File: src/rtl/freq_channel_scheduler.sv
// Time-multiplexes NUM_CH asynchronous frequency inputs onto one shared frequency_counter,
// selecting enabled channels round-robin and handing each measurement out over a valid/ready port.
module freq_channel_scheduler #(
    parameter int NUM_CH         = 4,
    parameter int EDGES_PER_MEAS = 3,
    parameter int TIMEOUT_CYCLES = 65535
) (
    input  logic                                     CLK,
    input  logic                                     RST,
    input  logic                                     RUN,
    input  logic [NUM_CH-1:0]                        CH_EN,
    input  logic [NUM_CH-1:0]                        FREQ_IN_CH,
    output logic                                     FC_RST_N,
    output logic                                     FC_FREQ_IN,
    input  logic [31:0]                              FC_TIME_HIGH,
    input  logic [31:0]                              FC_TIME_LOW,
    input  logic [31:0]                              FC_PERIOD,
    output logic                                     RES_VALID,
    input  logic                                     RES_READY,
    output logic [((NUM_CH > 1) ? $clog2(NUM_CH) : 1)-1:0] RES_CH,
    output logic [31:0]                              RES_TIME_HIGH,
    output logic [31:0]                              RES_TIME_LOW,
    output logic [31:0]                              RES_PERIOD,
    output logic                                     RES_TIMEOUT
);

    localparam int CH_W = (NUM_CH > 1) ? $clog2(NUM_CH) : 1;
    localparam int EC_W = $clog2(EDGES_PER_MEAS + 1);
    localparam int TO_W = $clog2(TIMEOUT_CYCLES + 1);

    typedef enum logic [2:0] {
        S_IDLE,
        S_CLEAR,
        S_MEASURE,
        S_SETTLE,
        S_OUTPUT
    } state_t;

    state_t              state;
    state_t              state_nxt;

    logic [NUM_CH-1:0]   sync_p0;
    logic [NUM_CH-1:0]   sync_p1;
    logic [NUM_CH-1:0]   sel_vec;
    logic [NUM_CH-1:0]   upper_en;
    logic                sel_bit;
    logic                sel_prev;
    logic [CH_W-1:0]     cur_ch;
    logic [CH_W-1:0]     rr_ptr;
    logic [CH_W-1:0]     pick;
    logic                go;
    logic                rise;
    logic                meas_done;
    logic                meas_timeout;
    logic                ph;
    logic [EC_W-1:0]     edge_cnt;
    logic [TO_W-1:0]     to_cnt;
    logic [CH_W-1:0]     res_ch;
    logic [31:0]         res_time_high;
    logic [31:0]         res_time_low;
    logic [31:0]         res_period;
    logic                res_timeout;

    function automatic logic [CH_W-1:0] lowest_set(input logic [NUM_CH-1:0] v);
        logic [NUM_CH-1:0] t;
        lowest_set = '0;
        for (int i = NUM_CH - 1; i >= 0; i--) begin
            t = v >> i;
            if (t[0]) lowest_set = CH_W'(i);
        end
    endfunction

    function automatic logic [CH_W-1:0] wrap_inc(input logic [CH_W-1:0] c);
        wrap_inc = (c == CH_W'(NUM_CH - 1)) ? '0 : c + CH_W'(1);
    endfunction

    // Round-robin: prefer enabled channels at or above rr_ptr, otherwise wrap to the lowest one.
    always_comb begin
        upper_en = CH_EN & ~((NUM_CH'(1) << rr_ptr) - NUM_CH'(1));
        pick     = (upper_en != '0) ? lowest_set(upper_en) : lowest_set(CH_EN);
    end

    assign go           = RUN && (CH_EN != '0);
    assign sel_vec      = sync_p1 >> cur_ch;
    assign sel_bit      = sel_vec[0];
    assign rise         = sel_bit && !sel_prev;
    assign meas_done    = rise && (edge_cnt == EC_W'(EDGES_PER_MEAS - 1));
    assign meas_timeout = (to_cnt == TO_W'(TIMEOUT_CYCLES - 1));

    always_ff @(posedge CLK) begin
        if (RST) state <= S_IDLE;
        else     state <= state_nxt;
    end

    always_comb begin
        state_nxt = state;
        case (state)
            S_IDLE:    if (go) state_nxt = S_CLEAR;
            S_CLEAR:   if (ph) state_nxt = S_MEASURE;
            S_MEASURE: begin
                if (meas_done)         state_nxt = S_SETTLE;
                else if (meas_timeout) state_nxt = S_OUTPUT;
            end
            S_SETTLE:  if (ph) state_nxt = S_OUTPUT;
            S_OUTPUT:  if (RES_READY) state_nxt = S_IDLE;
            default:   state_nxt = S_IDLE;
        endcase
    end

    // Outputs are gated with RST so they take their reset values while RST is held.
    always_comb begin
        FC_RST_N   = !RST && (state != S_CLEAR);
        FC_FREQ_IN = !RST && (state != S_IDLE) && sel_bit;
        RES_VALID  = !RST && (state == S_OUTPUT);
    end

    always_ff @(posedge CLK) begin
        if (RST) begin
            sync_p0       <= '0;
            sync_p1       <= '0;
            sel_prev      <= 1'b0;
            cur_ch        <= '0;
            rr_ptr        <= '0;
            ph            <= 1'b0;
            edge_cnt      <= '0;
            to_cnt        <= '0;
            res_ch        <= '0;
            res_time_high <= '0;
            res_time_low  <= '0;
            res_period    <= '0;
            res_timeout   <= 1'b0;
        end else begin
            // Stage p0/p1: two-flop synchronizer on every channel
            sync_p0  <= FREQ_IN_CH;
            sync_p1  <= sync_p0;
            sel_prev <= sel_bit;
            case (state)
                S_IDLE: begin
                    ph <= 1'b0;
                    if (go) begin
                        cur_ch <= pick;
                        rr_ptr <= wrap_inc(pick);
                    end
                end
                S_CLEAR: begin
                    ph       <= ~ph;
                    edge_cnt <= '0;
                    to_cnt   <= '0;
                end
                S_MEASURE: begin
                    ph     <= 1'b0;
                    to_cnt <= to_cnt + TO_W'(1);
                    if (rise) edge_cnt <= edge_cnt + EC_W'(1);
                    if (!meas_done && meas_timeout) begin
                        res_ch        <= cur_ch;
                        res_time_high <= '0;
                        res_time_low  <= '0;
                        res_period    <= '0;
                        res_timeout   <= 1'b1;
                    end
                end
                S_SETTLE: begin
                    ph <= ~ph;
                    // Second settle cycle: the counter has published its final values.
                    if (ph) begin
                        res_ch        <= cur_ch;
                        res_time_high <= FC_TIME_HIGH;
                        res_time_low  <= FC_TIME_LOW;
                        res_period    <= FC_PERIOD;
                        res_timeout   <= 1'b0;
                    end
                end
                default: ph <= 1'b0;
            endcase
        end
    end

    assign RES_CH        = res_ch;
    assign RES_TIME_HIGH = res_time_high;
    assign RES_TIME_LOW  = res_time_low;
    assign RES_PERIOD    = res_period;
    assign RES_TIMEOUT   = res_timeout;

endmodule

File: config.mk
export PLATFORM = sky130hd
export DESIGN_NAME = freq_channel_scheduler
export DESIGN_NICKNAME = d
export VERILOG_FILES = /design/src/rtl/freq_channel_scheduler.sv
export SDC_FILE = /design/constraint.sdc
export NUM_CORES = 1
export LEC_CHECK = 0
export BUFFER_PORTS_ARGS = -buffer_cell sky130_fd_sc_hd__buf_2
export CORE_ASPECT_RATIO = 1.25
export CORE_MARGIN = 3
export CORE_UTILIZATION = 36
export CTS_BUF_LIST = sky130_fd_sc_hd__clkbuf_2
export DETAILED_ROUTE_END_ITERATION = 10
export MAX_ROUTING_LAYER = met4
export PLACE_DENSITY = 0.73
export SETUP_SLACK_MARGIN = 0.02
export SLEW_MARGIN = 20
export SYNTH_ARGS = -nofsm -noshare
export SYNTH_HDL_FRONTEND = slang
export SYNTH_SLANG_ARGS = --single-unit
export TNS_END_PERCENT = 1
File: constraint.sdc
create_clock -name CLK -period 2.2 [get_ports CLK]
set_input_delay 0 -clock CLK [delete_from_list [all_inputs] [get_ports CLK]]
set_output_delay 0 -clock CLK [all_outputs]
set_load 0.1 [all_outputs]
# Word level (Yosys, flattened, before mapping)
# Cells that the tools add are included.
[totals]
register_bits = 134
input_bits = 108
out_inout_bits = 102
word_cells = 95
[op_classes]
addsub = 4
eq_ne = 15
shift = 2
muxes = 33
bitwise_logic = 4
n_reduce_logical = 23
[op_table]
columns = ["op", "count"]
rows = [
  ["case mux 32 bit (2 select lines)", 3],
  ["2-to-1 mux 32 bit", 4],
  ["case mux 16 bit (2 select lines)", 1],
  ["2-to-1 mux 2 bit", 13],
  ["2-to-1 mux 3 bit", 6],
  ["adder 16 x 1 -> 16 bit (second input constant)", 1],
  ["== test 16 bit (second input constant)", 1],
  ["case mux 3 bit (5 select lines)", 1],
  ["inequality test 2 bit (second input constant)", 6],
  ["logical AND 1 bit", 8],
  ["case mux 2 bit (2 select lines)", 2],
  ["nonzero test 4 bit", 2],
  ["== test 3 x 2 -> 1 bit (second input constant)", 2],
  ["AND reduction 5 bit", 1],
  ["adder 2 x 1 -> 2 bit (second input constant)", 2],
  ["bitwise AND 4 bit", 1],
  ["== test 2 bit (second input constant)", 2],
  ["NOT 4 bit", 1],
  ["AND reduction 2 bit", 2],
  ["nonzero test 2 bit", 2],
  ["OR reduction 2 bit", 2],
  ["left shift 1 x 2 -> 4 bit (first input constant)", 1],
  ["right shift 4 x 2 -> 1 bit", 1],
  ["subtractor 4 x 1 -> 4 bit (second input constant)", 1],
  ["11 further kinds", 15],
]

# Depth between registers and ports, before layout
[logic_depth]
word_depth = 11
depth_mapped = 9
mapped_depth_nobuf = 7

# Worst setup path before layout
# OpenSTA, ideal clock, no wires.
[synth_path]
kind = "reg2out"
from = "register state[2]"
to = "output FC_RST_N"
arrival_time_ns = 2.021
t_required_ns = 2.200
path_slack_ns = 0.179
path_stages_with_launch = 4
n_path_buf = 1
path_cell_list = "dfxtp_1 -> buf_2 -> nor2_1 -> a21oi_1"
[synth_between]
elab_chain_cells = 2
[synth_rtl]
columns = ["item", "line_no", "text"]
rows = [
  ["start: declaration", "39", "state_t state;"],
  ["start signal: assignment", "92", "else state <= state_nxt;"],
  ["inequality test 3 x 1 -> 1 bit", "112", "FC_RST_N = !RST && (state != S_CLEAR);"],
  ["logical AND 1 bit", "112", ""],
  ["end: declaration", "13", "output logic FC_RST_N,"],
]
# No other way between the ends.

# Final worst setup path
[layout_path]
from = "register cur_ch[0]"
to = "output FC_FREQ_IN"
[layout_between]
elab_chain_cells = 2
[layout_rtl]
columns = ["item", "line_no", "text"]
rows = [
  ["start: declaration", "48", "logic [CH_W-1:0] cur_ch;"],
  ["start signal: assignment", "141", "cur_ch <= pick;"],
  ["right shift 4 x 2 -> 1 bit", "84", "assign sel_vec = sync_p1 >> cur_ch;"],
  ["logical AND 1 bit", "113", "FC_FREQ_IN = !RST && (state != S_IDLE) && sel_bit;"],
  ["end: declaration", "14", "output logic FC_FREQ_IN,"],
]
# No other way between the ends.

==> summary.txt <==
Outcome
  • Status: completed

Clock tree
  • Clk slew on worst S/H paths: 0.21 ns
  • Sink Count: 134
  • TritonCTS buffer count: 17
  • CTS tree: done
  • CTS root buffer: clkbuf_2
  • Post-CTS setup buffer count: 0
  • H-Tree Depth: 4
  • Worst-Skew Late Latency: 0.65 ns
  • Longest Clk Path Bufs: 2

Yosys
  • Synth top area share: 0.565
  • Syn avg cell area: 11.1 sq um
  • Synth cell types: 50
  • Most numerous cell in the Yosys netlist: dfxtp_1
  • Asr flop ratio synth: 0
  • Main flop type after synthesis: dfxtp_1
  • Cells after Synth: 429
  • Sequential share of the synthesized area: 0.565
  • Synthesized net count: 540
  • Synth Warn #: 0
  • Leading area contributor after synthesis: dfxtp_1
  • Register bit total from synthesis: 134
  • Dominant cells by area after synthesis: dfxtp_1, a22o_1, a21oi_1
  • Post-Synth XOR/XNOR Area: 0
  • Most frequent cells after synthesis: dfxtp_1, a22o_1, a21oi_1
  • Post-synthesis compound-gate area fraction: 0.265
  • Post-synth EDFFs: 0
  • Post-synthesis simple-gate area fraction: 0.111
  • Largest family of logic cells by synthesized area: compound AO/OA/AOI/OAI gates
  • Synth Area in Adders: 0.00790
  • Synthesized area: 4750 sq um
  • Post-synthesis mux area share: 0.0129

Placed design
  • Area after DPL: 6010 sq um
  • PortBufs: 209
  • HPWL Detailed: 9.11 mm
  • Placed instance count: 789
  • Final GP Congestion: 0.808
  • Worst slack, placed: 0.143 ns

Timing
  • Setup ws final: 0.121 ns
  • Slew at the pin with the worst max-slew slack: 0.826 ns
  • Final Setup Violations: 0
  • Clock Skews: 0.0391 ns
  • RSZ-0062 raised after global routing: true
  • Fmax achieved: 481 MHz
  • Worst hold margin: 0.0694 ns
  • Final hold vios: 0
  • Post-route setup TNS: 0 ns
  • Slew HR: 0.450
  • Final min period: 2.08 ns
  • Final Slew Violations: 0
  • Final worst path period share: 0.945

Critical path
  • Crit end category: output port
  • CP arrival: 2.08 ns
  • Crit path depth: 6
  • Type of origin of the critical path: register
  • Critical path cell sequence: mux2i_2, buf_4, mux2i_1, and2_4, o31a_1, buf_12
  • Worst endpoint required time: 2.20 ns
  • R2R cell count: 8
  • Critical path's largest stage delay: 0.40 ns
  • CP delay by family, top: flip-flops
  • CP max-delay cell: dfxtp_2
  • Crit Path Category: reg -> out
  • WP buf/inv: 2
  • CP max FO: 4

Finish
  • Final core occ: 0.594
  • Layout cells sized above 1: 0.356
  • # fillers: 1024
  • Synthesis-to-finish area growth: 59.7%
  • Fin area: 7590 sq um
  • Footprint of the multi-input gates: 1930 sq um
  • Net count, final: 867
  • Post-Layout Cell Count: 938
  • Register area: 2690 sq um

Route
  • Initial DRT Pass Iterations: 4
  • DRC Markers: 0
  • DRT antenna net count: 0
  • Mean routed wirelength per cell: 16.2 microns
  • DR iter-0 viols: 320
  • Vias: 4837
  • Drt via density: 5.16
  • DRT Wirelength: 15.2 mm

Floorplanning
  • Die Y: 134 microns
  • Starting Density: 0.372
  • Die width: 109 microns
  • Die area: 14600 sq um
  • # rows: 46
  • Ports: 210
  • Core ar.: 12800 sq um

Power and ir drop
  • Worst IR Drop VDD: 0.417 mV
  • Pwr/cell area: 770 nW/um^2
  • P_leak: 3.47 nW
  • Tot Pwr: 5.84 mW

Global route
  • GR Overflow Total: 0
  • Largest net degree at the start of global routing: 53
  • Number of global-route vias before repair: 4838
  • GRT Total Usage: 0.206
  • First-pass GRT wire length: 23.1 mm
  • Initial antenna violation count: 1

Hold path
  • Min-Delay Path Depth: 3
  • Hold crit path type: in -> reg

Flow run
  • MaxCap Viol Count: 0
==> flip-flops by register name, summed over array words and instances (netlist names) <==
signal,count
RES_PERIOD,32
RES_TIME_HIGH,32
RES_TIME_LOW,32
to_cnt,16
sync_p0,4
sync_p1,4
state,3
RES_CH,2
cur_ch,2
edge_cnt,2
rr_ptr,2
RES_TIMEOUT,1
ph,1
sel_prev,1
==> final cells by class <==
| class | count | share of cell area |
|---|---|---|
| Antenna cell | 3 | 0.000989 |
| Multi-Input combinational cell | 259 | 0.254 |
| Sequential cell | 134 | 0.354 |
| Clock buffer | 18 | 0.0119 |
| Clock inverter | 12 | 0.0333 |
| Timing Repair Buffer | 339 | 0.316 |
| Inverter | 5 | 0.00247 |
| Tap cell | 168 | 0.0277 |
==> worst paths after layout <==
| kind | startpoint | to | slack (ns) |
|---|---|---|---|
| setup / recovery | cur_ch[0] | FC_FREQ_IN | 0.12 |
| hold / removal | FC_TIME_LOW[11] | RES_TIME_LOW[11] | 0.07 |
| setup reg to reg | edge_cnt[0] | RES_PERIOD[17] | 0.12 |
| hold reg to reg | sync_p0[0] | sync_p1[0] | 0.44 |
==> kinds of logic after synthesis <==
| kind of cell | count (synthesis) |
|---|---|
| muxes | 6 |
| AOI/OAI and AO/OA | 158 |
| adders and majority gates | 3 |
| buffers and inverters | 36 |
| and+or+nand+nor | 92 |
| DFF | 134 |
==> cell usage in the layout, fill, tap and decap left out, drive strengths merged, types with 5 or more instances in the layout <==
| cell type | instances |
|---|---|
| buf | 223 |
| dfxtp | 134 |
| dlygate4sd3 | 114 |
| a22o | 96 |
| a21oi | 30 |
| nor2 | 18 |
| clkbuf | 18 |
| nand2 | 10 |
| nand2b | 10 |
| nand3 | 9 |
| nor2b | 8 |
| bufinv | 7 |
| o21ai | 6 |
| nor3 | 6 |
| inv | 5 |
| nand4 | 5 |
| o211ai | 5 |
| mux2i | 5 |
==> metal layers <==
layer / up-vias / track usage / part of all wire
met5: - / - / 0
li1: 2286 / - / -
met4: 0 / 0.0849 / 0.026
met1: 2290 / 0.229 / 0.40
met3: 40 / 0.0483 / 0.064
met2: 221 / 0.352 / 0.51
==> power breakdown <==
group / leakage [nW] / internal (mW) / switching, mW / total, mW
clock network: 0.190 / 1.09 / 0.886 / 1.97
logic: 2.20 / 0.522 / 0.773 / 1.30
registers: 1.08 / 2.51 / 0.0621 / 2.57
==> worst register-to-register path, cell delays in order, from the launching register on <==
cell      delay (ns)
dfxtp_1         0.34
inv_1           0.07
ha_1            0.16
or3b_1          0.41
o221ai_2        0.21
a21oi_2         0.12
a21oi_4         0.23
buf_12          0.26
a22o_1          0.23
==> timing repair <==
action	in CTS	in global routing
gates resized for setup	5	12
setup endpoints to repair	1	6
hold buffers	115	1
hold endpoints to repair	131	1
(Power assumes the default switching activity.)
